===== config.mk =====
export PLATFORM = sky130hd
export DESIGN_NAME = fb_sram_arbiter_flat
export DESIGN_NICKNAME = d
export VERILOG_FILES = /design/src/rtl/fb_sram_arbiter_if.sv /design/src/rtl/fb_sram_arbiter.sv /design/src/flat_wrapper.sv
export SDC_FILE = /design/constraint.sdc
export NUM_CORES = 1
export LEC_CHECK = 0
export CAP_MARGIN = 20
export CELL_PAD_IN_SITES_DETAIL_PLACEMENT = 1
export CELL_PAD_IN_SITES_GLOBAL_PLACEMENT = 1
export CORE_AREA = 2 2 84 147
export DETAILED_ROUTE_END_ITERATION = 10
export DIE_AREA = 0 0 86 149
export MAX_ROUTING_LAYER = met4
export PLACE_DENSITY_LB_ADDON = 0.1
export SETUP_SLACK_MARGIN = 0.5
export SYNTH_ARGS = -nofsm -noshare
export SYNTH_HDL_FRONTEND = slang
export SYNTH_SLANG_ARGS = --single-unit

===== constraint.sdc =====
create_clock -name clk -period 2.7 [get_ports clk]
set_input_delay 0.81 -clock clk [delete_from_list [all_inputs] [get_ports clk]]
set_output_delay 0.81 -clock clk [all_outputs]
set_load 0.02 [all_outputs]

===== src/rtl/fb_sram_arbiter_if.sv =====
// Request/response bundle between the framebuffer requesters, the arbiter and
// the single-port SRAM controller. The arbiter sits on the slave side.
interface fb_sram_arbiter_if #(
  parameter int ADDR_BITS = 20,
  parameter int DATA_BITS = 16
);
  logic                 rd_valid;
  logic [ADDR_BITS-1:0] rd_addr;
  logic                 rd_ready;
  logic                 rd_rsp_valid;
  logic [DATA_BITS-1:0] rd_rsp_data;
  logic                 wr_valid;
  logic [ADDR_BITS-1:0] wr_addr;
  logic [DATA_BITS-1:0] wr_data;
  logic                 wr_ready;
  logic                 clear_start;
  logic                 clear_busy;
  logic                 cmd_valid;
  logic                 cmd_ready;
  logic                 cmd_we;
  logic [ADDR_BITS-1:0] cmd_addr;
  logic [DATA_BITS-1:0] cmd_wdata;
  logic                 rsp_valid;
  logic [DATA_BITS-1:0] rsp_data;

  modport slave (
    input  rd_valid, rd_addr, wr_valid, wr_addr, wr_data, clear_start,
           cmd_ready, rsp_valid, rsp_data,
    output rd_ready, rd_rsp_valid, rd_rsp_data, wr_ready, clear_busy,
           cmd_valid, cmd_we, cmd_addr, cmd_wdata
  );

  modport master (
    output rd_valid, rd_addr, wr_valid, wr_addr, wr_data, clear_start,
           cmd_ready, rsp_valid, rsp_data,
    input  rd_ready, rd_rsp_valid, rd_rsp_data, wr_ready, clear_busy,
           cmd_valid, cmd_we, cmd_addr, cmd_wdata
  );
endinterface


===== src/rtl/fb_sram_arbiter.sv =====
// Shares one SRAM command port between the clear engine, display reads and
// pixel writes (priority in that order) with a write starvation guard.
module fb_sram_arbiter #(
  parameter int ADDR_BITS     = 20,
  parameter int DATA_BITS     = 16,
  parameter int FB_WORDS      = 307200,
  parameter int CLEAR_VALUE   = 0,
  parameter int WR_STARVE_MAX = 8,
  parameter int RD_MAX_OUTST  = 4
) (
  input logic                clk,
  input logic                reset_n,
  fb_sram_arbiter_if.slave   bus
);
  localparam int STW = $clog2(WR_STARVE_MAX + 1);
  localparam int OTW = $clog2(RD_MAX_OUTST + 1);
  localparam logic [STW-1:0]       STARVE_MAX = STW'(WR_STARVE_MAX);
  localparam logic [OTW-1:0]       OUTST_MAX  = OTW'(RD_MAX_OUTST);
  localparam logic [ADDR_BITS-1:0] LAST_ADDR  = ADDR_BITS'(FB_WORDS - 1);
  localparam logic [DATA_BITS-1:0] CLR_DATA   = DATA_BITS'(CLEAR_VALUE);

  typedef enum logic [1:0] {
    IDLE  = 2'd0,
    CLEAR = 2'd1,
    DRAIN = 2'd2
  } state_e;

  state_e               state_q, state_d;
  logic [ADDR_BITS-1:0] clr_addr_q, clr_addr_d;
  logic [STW-1:0]       starve_q, starve_d;
  logic [OTW-1:0]       outst_q, outst_d;
  logic                 cmd_valid_q, cmd_valid_d;
  logic                 cmd_we_q, cmd_we_d;
  logic [ADDR_BITS-1:0] cmd_addr_q, cmd_addr_d;
  logic [DATA_BITS-1:0] cmd_wdata_q, cmd_wdata_d;
  logic                 load_s;
  logic                 rd_gnt_s;
  logic                 wr_gnt_s;

  always_ff @(posedge clk or negedge reset_n) begin
    if (!reset_n) begin
      state_q     <= IDLE;
      clr_addr_q  <= {ADDR_BITS{1'b0}};
      starve_q    <= {STW{1'b0}};
      outst_q     <= {OTW{1'b0}};
      cmd_valid_q <= 1'b0;
      cmd_we_q    <= 1'b0;
      cmd_addr_q  <= {ADDR_BITS{1'b0}};
      cmd_wdata_q <= {DATA_BITS{1'b0}};
    end else begin
      state_q     <= state_d;
      clr_addr_q  <= clr_addr_d;
      starve_q    <= starve_d;
      outst_q     <= outst_d;
      cmd_valid_q <= cmd_valid_d;
      cmd_we_q    <= cmd_we_d;
      cmd_addr_q  <= cmd_addr_d;
      cmd_wdata_q <= cmd_wdata_d;
    end
  end

  always_comb begin
    load_s      = !cmd_valid_q || bus.cmd_ready;
    state_d     = state_q;
    clr_addr_d  = clr_addr_q;
    cmd_valid_d = cmd_valid_q;
    cmd_we_d    = cmd_we_q;
    cmd_addr_d  = cmd_addr_q;
    cmd_wdata_d = cmd_wdata_q;
    rd_gnt_s    = 1'b0;
    wr_gnt_s    = 1'b0;

    // Requesters only compete in IDLE; a forced write beats reads once starved.
    if (state_q == IDLE && load_s) begin
      if (bus.wr_valid && starve_q == STARVE_MAX) begin
        wr_gnt_s = 1'b1;
      end else if (bus.rd_valid && outst_q < OUTST_MAX) begin
        rd_gnt_s = 1'b1;
      end else if (bus.wr_valid) begin
        wr_gnt_s = 1'b1;
      end else begin
        wr_gnt_s = 1'b0;
      end
    end else begin
      rd_gnt_s = 1'b0;
    end

    case (state_q)
      IDLE: begin
        if (bus.clear_start) begin
          state_d    = CLEAR;
          clr_addr_d = {ADDR_BITS{1'b0}};
        end else begin
          state_d = IDLE;
        end
      end
      CLEAR: begin
        if (load_s) begin
          if (clr_addr_q == LAST_ADDR) begin
            state_d = DRAIN;
          end else begin
            clr_addr_d = clr_addr_q + {{(ADDR_BITS-1){1'b0}}, 1'b1};
          end
        end else begin
          state_d = CLEAR;
        end
      end
      DRAIN: begin
        if (load_s) begin
          state_d = IDLE;
        end else begin
          state_d = DRAIN;
        end
      end
      default: state_d = IDLE;
    endcase

    if (load_s) begin
      if (state_q == CLEAR) begin
        cmd_valid_d = 1'b1;
        cmd_we_d    = 1'b1;
        cmd_addr_d  = clr_addr_q;
        cmd_wdata_d = CLR_DATA;
      end else if (rd_gnt_s) begin
        cmd_valid_d = 1'b1;
        cmd_we_d    = 1'b0;
        cmd_addr_d  = bus.rd_addr;
        cmd_wdata_d = {DATA_BITS{1'b0}};
      end else if (wr_gnt_s) begin
        cmd_valid_d = 1'b1;
        cmd_we_d    = 1'b1;
        cmd_addr_d  = bus.wr_addr;
        cmd_wdata_d = bus.wr_data;
      end else begin
        cmd_valid_d = 1'b0;
      end
    end else begin
      cmd_valid_d = cmd_valid_q;
    end

    if (!bus.wr_valid || wr_gnt_s) begin
      starve_d = {STW{1'b0}};
    end else if (load_s && starve_q != STARVE_MAX) begin
      starve_d = starve_q + {{(STW-1){1'b0}}, 1'b1};
    end else begin
      starve_d = starve_q;
    end

    // A response with nothing outstanding is a protocol error; never wrap below 0.
    case ({rd_gnt_s, bus.rsp_valid})
      2'b10:   outst_d = outst_q + {{(OTW-1){1'b0}}, 1'b1};
      2'b01:   outst_d = (outst_q == {OTW{1'b0}}) ? outst_q
                                                  : outst_q - {{(OTW-1){1'b0}}, 1'b1};
      default: outst_d = outst_q;
    endcase
  end

  assign bus.rd_ready     = rd_gnt_s & reset_n;
  assign bus.wr_ready     = wr_gnt_s & reset_n;
  assign bus.rd_rsp_valid = bus.rsp_valid;
  assign bus.rd_rsp_data  = bus.rsp_data;
  assign bus.clear_busy   = (state_q != IDLE);
  assign bus.cmd_valid    = cmd_valid_q;
  assign bus.cmd_we       = cmd_we_q;
  assign bus.cmd_addr     = cmd_addr_q;
  assign bus.cmd_wdata    = cmd_wdata_q;
endmodule


===== src/flat_wrapper.sv =====
// flat-port wrapper written by rule: the top's interface ports become plain ports
module fb_sram_arbiter_flat 
#(
  parameter int ADDR_BITS     = 20,
  parameter int DATA_BITS     = 16,
  parameter int FB_WORDS      = 307200,
  parameter int CLEAR_VALUE   = 0,
  parameter int WR_STARVE_MAX = 8,
  parameter int RD_MAX_OUTST  = 4
)
  (clk, reset_n, bus_rd_valid, bus_rd_addr, bus_wr_valid, bus_wr_addr, bus_wr_data, bus_clear_start, bus_cmd_ready, bus_rsp_valid, bus_rsp_data, bus_rd_ready, bus_rd_rsp_valid, bus_rd_rsp_data, bus_wr_ready, bus_clear_busy, bus_cmd_valid, bus_cmd_we, bus_cmd_addr, bus_cmd_wdata);
  fb_sram_arbiter_if #(.ADDR_BITS(ADDR_BITS), .DATA_BITS(DATA_BITS)) bus_i ();
  input logic clk;
  input logic reset_n;
  input wire logic [$bits(bus_i.rd_valid)-1:0] bus_rd_valid;
  input wire logic [$bits(bus_i.rd_addr)-1:0] bus_rd_addr;
  input wire logic [$bits(bus_i.wr_valid)-1:0] bus_wr_valid;
  input wire logic [$bits(bus_i.wr_addr)-1:0] bus_wr_addr;
  input wire logic [$bits(bus_i.wr_data)-1:0] bus_wr_data;
  input wire logic [$bits(bus_i.clear_start)-1:0] bus_clear_start;
  input wire logic [$bits(bus_i.cmd_ready)-1:0] bus_cmd_ready;
  input wire logic [$bits(bus_i.rsp_valid)-1:0] bus_rsp_valid;
  input wire logic [$bits(bus_i.rsp_data)-1:0] bus_rsp_data;
  output wire logic [$bits(bus_i.rd_ready)-1:0] bus_rd_ready;
  output wire logic [$bits(bus_i.rd_rsp_valid)-1:0] bus_rd_rsp_valid;
  output wire logic [$bits(bus_i.rd_rsp_data)-1:0] bus_rd_rsp_data;
  output wire logic [$bits(bus_i.wr_ready)-1:0] bus_wr_ready;
  output wire logic [$bits(bus_i.clear_busy)-1:0] bus_clear_busy;
  output wire logic [$bits(bus_i.cmd_valid)-1:0] bus_cmd_valid;
  output wire logic [$bits(bus_i.cmd_we)-1:0] bus_cmd_we;
  output wire logic [$bits(bus_i.cmd_addr)-1:0] bus_cmd_addr;
  output wire logic [$bits(bus_i.cmd_wdata)-1:0] bus_cmd_wdata;
  assign bus_i.rd_valid = bus_rd_valid;
  assign bus_i.rd_addr = bus_rd_addr;
  assign bus_i.wr_valid = bus_wr_valid;
  assign bus_i.wr_addr = bus_wr_addr;
  assign bus_i.wr_data = bus_wr_data;
  assign bus_i.clear_start = bus_clear_start;
  assign bus_i.cmd_ready = bus_cmd_ready;
  assign bus_i.rsp_valid = bus_rsp_valid;
  assign bus_i.rsp_data = bus_rsp_data;
  assign bus_rd_ready = bus_i.rd_ready;
  assign bus_rd_rsp_valid = bus_i.rd_rsp_valid;
  assign bus_rd_rsp_data = bus_i.rd_rsp_data;
  assign bus_wr_ready = bus_i.wr_ready;
  assign bus_clear_busy = bus_i.clear_busy;
  assign bus_cmd_valid = bus_i.cmd_valid;
  assign bus_cmd_we = bus_i.cmd_we;
  assign bus_cmd_addr = bus_i.cmd_addr;
  assign bus_cmd_wdata = bus_i.cmd_wdata;
  fb_sram_arbiter #(.ADDR_BITS(ADDR_BITS), .DATA_BITS(DATA_BITS), .FB_WORDS(FB_WORDS), .CLEAR_VALUE(CLEAR_VALUE), .WR_STARVE_MAX(WR_STARVE_MAX), .RD_MAX_OUTST(RD_MAX_OUTST)) u_core (.clk(clk), .reset_n(reset_n), .bus(bus_i));
endmodule

==> results of run 1 <==
[sequential cells by signal, summed over array words and instances, names as in the netlist]
register              count
u_core.clr_addr_q        20
u_core.bus.cmd_valid      1
u_core.outst_q            3
u_core.starve_q           4
u_core.bus.cmd_wdata     16
u_core.bus.cmd_we         1
u_core.bus.cmd_addr      20
u_core.state_q            2
[synthesized netlist by cell type (2+ instances only)]
cell type | instances | area [um2]
nand4_1 | 6 | 37.5
a21oi_1 | 10 | 50.1
o221ai_2 | 13 | 195
ha_1 | 4 | 50.1
clkbuf_1 | 8 | 30.0
o31ai_1 | 3 | 22.5
o2bb2ai_1 | 2 | 17.5
and4_1 | 3 | 26.3
nand3b_1 | 2 | 15.0
o211ai_1 | 6 | 45.0
nor3_1 | 5 | 25.0
or4_1 | 2 | 15.0
nand3_1 | 29 | 145
o21ai_0 | 9 | 45.0
and2_1 | 4 | 25.0
dfrtp_1 | 67 | 1680
a31oi_1 | 2 | 12.5
and3_1 | 4 | 25.0
o221ai_1 | 7 | 61.3
buf_4 | 17 | 128
nand2b_1 | 2 | 12.5
xnor2_1 | 3 | 26.3
o21ai_1 | 2 | 10.0
buf_6 | 2 | 22.5
mux2i_1 | 20 | 200
nor2_1 | 21 | 78.8
inv_1 | 4 | 15.0
or3_1 | 6 | 37.5
buf_2 | 7 | 35.0
xor2_1 | 7 | 61.3
nand2_1 | 88 | 330
o21ai_2 | 2 | 17.5
nor2b_1 | 3 | 18.8
[cell families (layout without fill, tap and decap cells)]
logic type / Yosys count / in the layout / synth area share [%]
mux: 20 / 20 / 5.34
buf+inv: 42 / 165 / 7.31
xor+xnor: 10 / 10 / 2.34
compound gates: 62 / 62 / 14.7
simple gates: 185 / 185 / 24.2
flops: 67 / 67 / 44.7
fa+ha+maj: 4 / 4 / 1.33
[metrics by stage]
stage / instance area (um2) / hold slack [ns] / total power, W / TNS [ns] / setup WS (ns)
after floorplan: 3760 / 0.471 / 0.00189 / 0 / 0.101
after global placement: 4990 / 0.450 / 0.00235 / -5.74 / -0.671
after detailed placement: 4990 / 0.456 / 0.00239 / -6.98 / -0.683
after CTS: 5360 / 0.468 / 0.00370 / 0 / 0.0927
after global routing: 5410 / 0.503 / 0.00389 / 0 / 0.0808
final: 5410 / 0.465 / 0.00369 / 0 / 0.138
[area by class of cell]
class	instances	area (um2)	share of cell area, %
clock buffer	11	243	4.49
sequential	67	1680	31.0
inverter	5	18.8	0.347
tap	137	171	3.17
timing repair buffer	145	1370	25.2
multi-input combinational	281	1860	34.4
clock inverter	4	75.1	1.39
[report_power, final]
group | internal [W] | switching, W
clock | 0.000828 | 0.000426
combinational | 0.000551 | 0.000573
sequential | 0.00116 | 0.000149
[worst max-delay path by stage]
stage,end,slack (ns),cells past startpoint
finish,bus_rd_ready,0.14,4
CTS,bus_rd_ready,0.09,6
global placement,bus_rd_ready,-0.67,5
floorplan,bus_rd_ready,0.10,5
detailed placement,bus_rd_ready,-0.68,5
global route,bus_rd_ready,0.08,6
[metal layers]
| metal | up-vias | track usage, % |
|---|---|---|
| met5 | - | - |
| met4 | 0 | 6.98 |
| met2 | 75 | 36.5 |
| li1 | 1616 | - |
| met3 | 19 | 3.27 |
| met1 | 1690 | 20.6 |
[critical path, cell delays in order]
cell	delay (ns)
clkdlybuf4s15_1	0.22
a2111oi_4	0.41
and2_4	0.20
buf_6	0.11
[placed cells by master (no fill, tap or decap), drive strengths merged, types with 4 or more instances in the layout]
master,count
o211ai,6
and2,4
clkbuf,11
nand3,30
nand4,6
a21oi,10
and3,4
nor2,22
ha,4
buf,46
o221ai,20
o21ai,13
xor2,7
inv,5
or3,6
nand2,88
mux2i,20
nor3,5
dfrtp,67
clkdlybuf4s50,95
[repair_timing]
item                                    4_1_cts  5_1_grt
gates resized for setup                      30       11
pin swaps                                     5        7
setup buffers                                 5        1
endpoints found under the setup margin       51       41
==> flow_summary.json, run 1 <==
{
  "outcome": "completed",
  "final_core_utilization_pct": 46.1,
  "crit_path_start": "bus_wr_valid",
  "insertion_delay_ns": 0.33,
  "cts_buffers": 9,
  "clk_pin_slew_worst_paths_ns": 0.06,
  "clock_skew_ns": 0.00848,
  "wl_met2_mm": 6.63,
  "hold_path_startpoint": "u_core.bus.cmd_wdata[8]$_DFFE_PN0P_",
  "end_kind": "output pin",
  "drive_gt1_share_pct": 19.1,
  "drc": 0,
  "area_delta_synth_final_pct": 44.3,
  "fillers": 1334,
  "crit_path_start_kind": "input pin",
  "highest_layer": "met4",
  "die_h_um": 149,
  "dp.cells": 629,
  "avgRoutedWirePerCell_um": 18.1,
  "syn_inst": 390,
  "wl_met3_um": 404,
  "drtIter0Drc": 58,
  "initial_utilization_pct": 31.9,
  "max_freq_ghz": 0.390,
  "grt_max_degree": 37,
  "std_cell_rows": 53,
  "hold_depth": 2,
  "htree_num_levels": 3,
  "numPortBuffers": 104,
  "track_usage_pct": 19.7,
  "ant_nets": 0,
  "cts.path.max_buffers": 2,
  "clock-sinks": 67,
  "timing.final.crit_share_pct": 94.9,
  "finalNetCount": 592,
  "p_per_area_nw_per_um2": 681,
  "synthArstFlopShare_pct": 100,
  "cts_hold_buf": 0,
  "synthFlopType": "dfrtp_1",
  "worstSetupPathType": "in2out",
  "p_leak_nw": 2.27,
  "synth_edf_count": 0,
  "hpwl_mm": 8.73,
  "cap_violations": 0,
  "cts_tree": "done",
  "vias": 3400,
  "drt-met1-wl_mm": 4.42,
  "finalMaxSlewViolations": 0,
  "hold_viol": 0,
  "crit_fanout": 2,
  "setup_viol": 0,
  "arrival_ns": 1.75,
  "coreArea_um2": 11700,
  "avgSynthCellArea_um2": 9.61,
  "reg2reg_depth": 8,
  "synth.yosys.seq_area_share_pct": 44.7,
  "synth_cell_types": 53,
  "first_global_vias": 3759,
  "hold_class": "reg2reg",
  "reg2reg_slack_ns": 0.41,
  "ys_seq_elements": 67,
  "root_buffer": "clkbuf_16",
  "worst_pin_slew_ns": 0.487,
  "place_congestion": 0.777,
  "peakVddDrop_v": 0.000303,
  "min_to": "u_core.bus.cmd_wdata[8]$_DFFE_PN0P_",
  "grt_first_pass_wirelength_mm": 19.3,
  "viasPerCell": 5.23,
  "ios": 137,
  "dr.pass1.iters": 4,
  "r2r-start": "u_core.starve_q[0]$_DFFE_PN0P_",
  "dieWidth_um": 86,
  "syn-num-nets": 473,
  "cp.required_ns": 1.89,
  "fin_crit_ns": 2.56,
  "rsz0062_at_grt": "yes",
  "wl_mm": 11.8,
  "yosysWarnings": 0,
  "insertedDiodeCount": 0,
  "rr_endpoint": "u_core.bus.cmd_addr[19]$_DFFE_PN0P_",
  "final_cells": 650,
  "antenna_found_initial": 0,
  "die-area_um2": 12800,
  "relSlewSlack_pct": 67.5,
  "synth_area_um2": 3750,
  "overflow": 0
}
No activity file was read; power rests on OpenSTA's default activity.
==> run 2, diff against run 1 <==
Settings changed: PLACE_DENSITY set to 0.78, PLACE_DENSITY_LB_ADDON 0.1 to not set, TNS_END_PERCENT set to 10.
==> run 2 against run 1 <==
  * Worst setup slack worse by 0.057 ns
  * Combinational power about the same
  * First-iteration DRC count up 120%
  * Sequential cell count unchanged
  * Sequential power about the same
==> flow_summary.json, run 2 (synthesized netlist as in run 1, its figures left out) <==
{
  "ios": 137,
  "overflow": 0,
  "seqPwrFrac_pct": 35.8,
  "setup_viol": 0,
  "initial_utilization_pct": 31.9,
  "arrival_ns": 1.81,
  "die_h_um": 149,
  "grt_first_pass_wirelength_mm": 19.4,
  "insertedDiodeCount": 0,
  "timing.final.crit_share_pct": 97.0,
  "end_kind": "output pin",
  "outcome": "completed",
  "insertion_delay_ns": 0.33,
  "final_cells": 650,
  "htree_num_levels": 3,
  "clock-sinks": 67,
  "die-area_um2": 12800,
  "dp.cells": 629,
  "p_per_area_nw_per_um2": 680,
  "avgRoutedWirePerCell_um": 18.2,
  "cts.path.max_buffers": 2,
  "use_met3_pct": 3.21,
  "clkPwrFrac_pct": 34.1,
  "use_met2_pct": 36.6,
  "cp.required_ns": 1.89,
  "area_delta_synth_final_pct": 43.6,
  "hold-worst-slack_ns": 0.444,
  "drtIter0Drc": 125,
  "combPwrFrac_pct": 30.1,
  "antenna_found_initial": 0,
  "finalNetCount": 591,
  "worst_path_max_delay_cell": "a2111oi_4",
  "dr.pass1.iters": 4,
  "relSlewSlack_pct": 44.9,
  "fin_crit_ns": 2.62,
  "dieWidth_um": 86,
  "clock_skew_ns": 0.00495,
  "max_freq_ghz": 0.382,
  "drc": 0,
  "std_cell_rows": 53,
  "fillers": 1325,
  "switching_share_pct": 31.9,
  "first_global_vias": 3866,
  "grt_max_degree": 64,
  "final_common_cell": "clkdlybuf4s50_1",
  "fin_tns_setup_ns": 0,
  "use_met1_pct": 20.9,
  "peakVddDrop_v": 0.000257,
  "slowest_delay_ns": 0.40,
  "p_leak_nw": 2.26,
  "cts_buffers": 9,
  "vias": 3488,
  "coreArea_um2": 11700,
  "track_usage_pct": 20.0,
  "layout_common_cells": "clkdlybuf4s50_1, nand2_1, dfrtp_1, buf_4, nand3_1",
  "crit_chain": "dlygate4sd2_1, a2111oi_4, and2_4, buf_6",
  "p_int_w": 0.00249,
  "hold_viol": 0,
  "hpwl_mm": 8.73,
  "top_usage_layer": "met2",
  "root_buffer": "clkbuf_16",
  "clk_pin_slew_worst_paths_ns": 0.06,
  "crit_fanout": 2,
  "finalMaxSlewViolations": 0,
  "drive_gt1_share_pct": 18.3,
  "switchingPower_w": 0.00117,
  "rsz0062_at_grt": "yes",
  "ant_nets": 0,
  "crit_path_start_kind": "input pin",
  "worst_pin_slew_ns": 0.826,
  "numPortBuffers": 104,
  "viasPerCell": 5.37,
  "hold_class": "in2async",
  "cap_violations": 0,
  "worstSetupPathType": "in2out",
  "place_congestion": 0.846,
  "wl_mm": 11.8,
  "cts_tree": "done"
}
run 2: layout make-up:
cell class | count | area, um2 | share of cell area (%)
Inverter | 5 | 18.8 | 0.349
Multi-Input combinational cell | 281 | 1830 | 34.0
Tap cell | 137 | 171 | 3.18
Clock buffer | 9 | 225 | 4.18
Sequential cell | 67 | 1680 | 31.1
Timing Repair Buffer | 144 | 1370 | 25.4
Clock inverter | 7 | 92.6 | 1.72
run 2: per-layer routing:
layer,routed length [um],vias to the layer above
met5,0,-
met4,265,0
met3,428,18
met1,4330,1788
met2,6820,71
li1,-,1611
run 2: worst paths after layout:
| path | depth (start not counted) | to | slack [ns] | startpoint |
|---|---|---|---|---|
| max in group asynchronous | 2 | u_core.clr_addr_q[9]$_DFFE_PN0P_ | 1.41 | reset_n |
| hold reg to reg | 2 | u_core.bus.cmd_wdata[5]$_DFFE_PN0P_ | 0.47 | u_core.bus.cmd_wdata[5]$_DFFE_PN0P_ |
| min in group clk | 2 | u_core.bus.cmd_wdata[5]$_DFFE_PN0P_ | 0.47 | u_core.bus.cmd_wdata[5]$_DFFE_PN0P_ |
| setup / recovery | 4 | bus_rd_ready | 0.08 | bus_wr_valid |
| hold / removal | 2 | u_core.outst_q[0]$_DFFE_PN0P_ | 0.44 | reset_n |
| setup reg to reg | 11 | u_core.outst_q[1]$_DFFE_PN0P_ | 0.37 | u_core.starve_q[1]$_DFFE_PN0P_ |
run 2: repair_timing:
action / 4_1_cts / 5_1_grt
hold endpoints to repair: 0 / 0
setup buffers: 4 / 1
resized for setup: 33 / 4
pin swaps: 5 / 5
setup endpoints to repair: 51 / 37
hold buffers: 0 / 0
run 2: per-stage QoR:
| stage | area, um2 | power (W) | worst slack [ns] | utilization [%] |
|---|---|---|---|---|
| 6_report | 5380 | 0.00366 | 0.0807 | 45.9 |
| 5_1_grt | 5380 | 0.00386 | 0.0348 | 45.9 |
| 4_1_cts | 5370 | 0.00369 | 0.0882 | 45.7 |
| 3_5_place_dp | 4990 | 0.00240 | -0.681 | 42.6 |
| 3_3_place_gp | 4990 | 0.00233 | -0.672 | 42.6 |
| 2_1_floorplan | 3750 | 0.00188 | 0.101 | - |
run 2: power by group through the flow:
stage | combinational [W] | sequential (W) | clock (W)
6_report | 0.00110 | 0.00131 | 0.00125
5_1_grt | 0.00120 | 0.00134 | 0.00133
4_1_cts | 0.00110 | 0.00131 | 0.00127
3_5_place_dp | 0.00108 | 0.00133 | 0
3_3_place_gp | 0.00102 | 0.00131 | 0
2_1_floorplan | 0.000482 | 0.00140 | 0
run 2: worst max-delay path, delay by kind of cell:
kind | cells | cell delay (ns)
simple gates | 1 | 0.21
compound gates | 1 | 0.40
buf+inv | 2 | 0.39
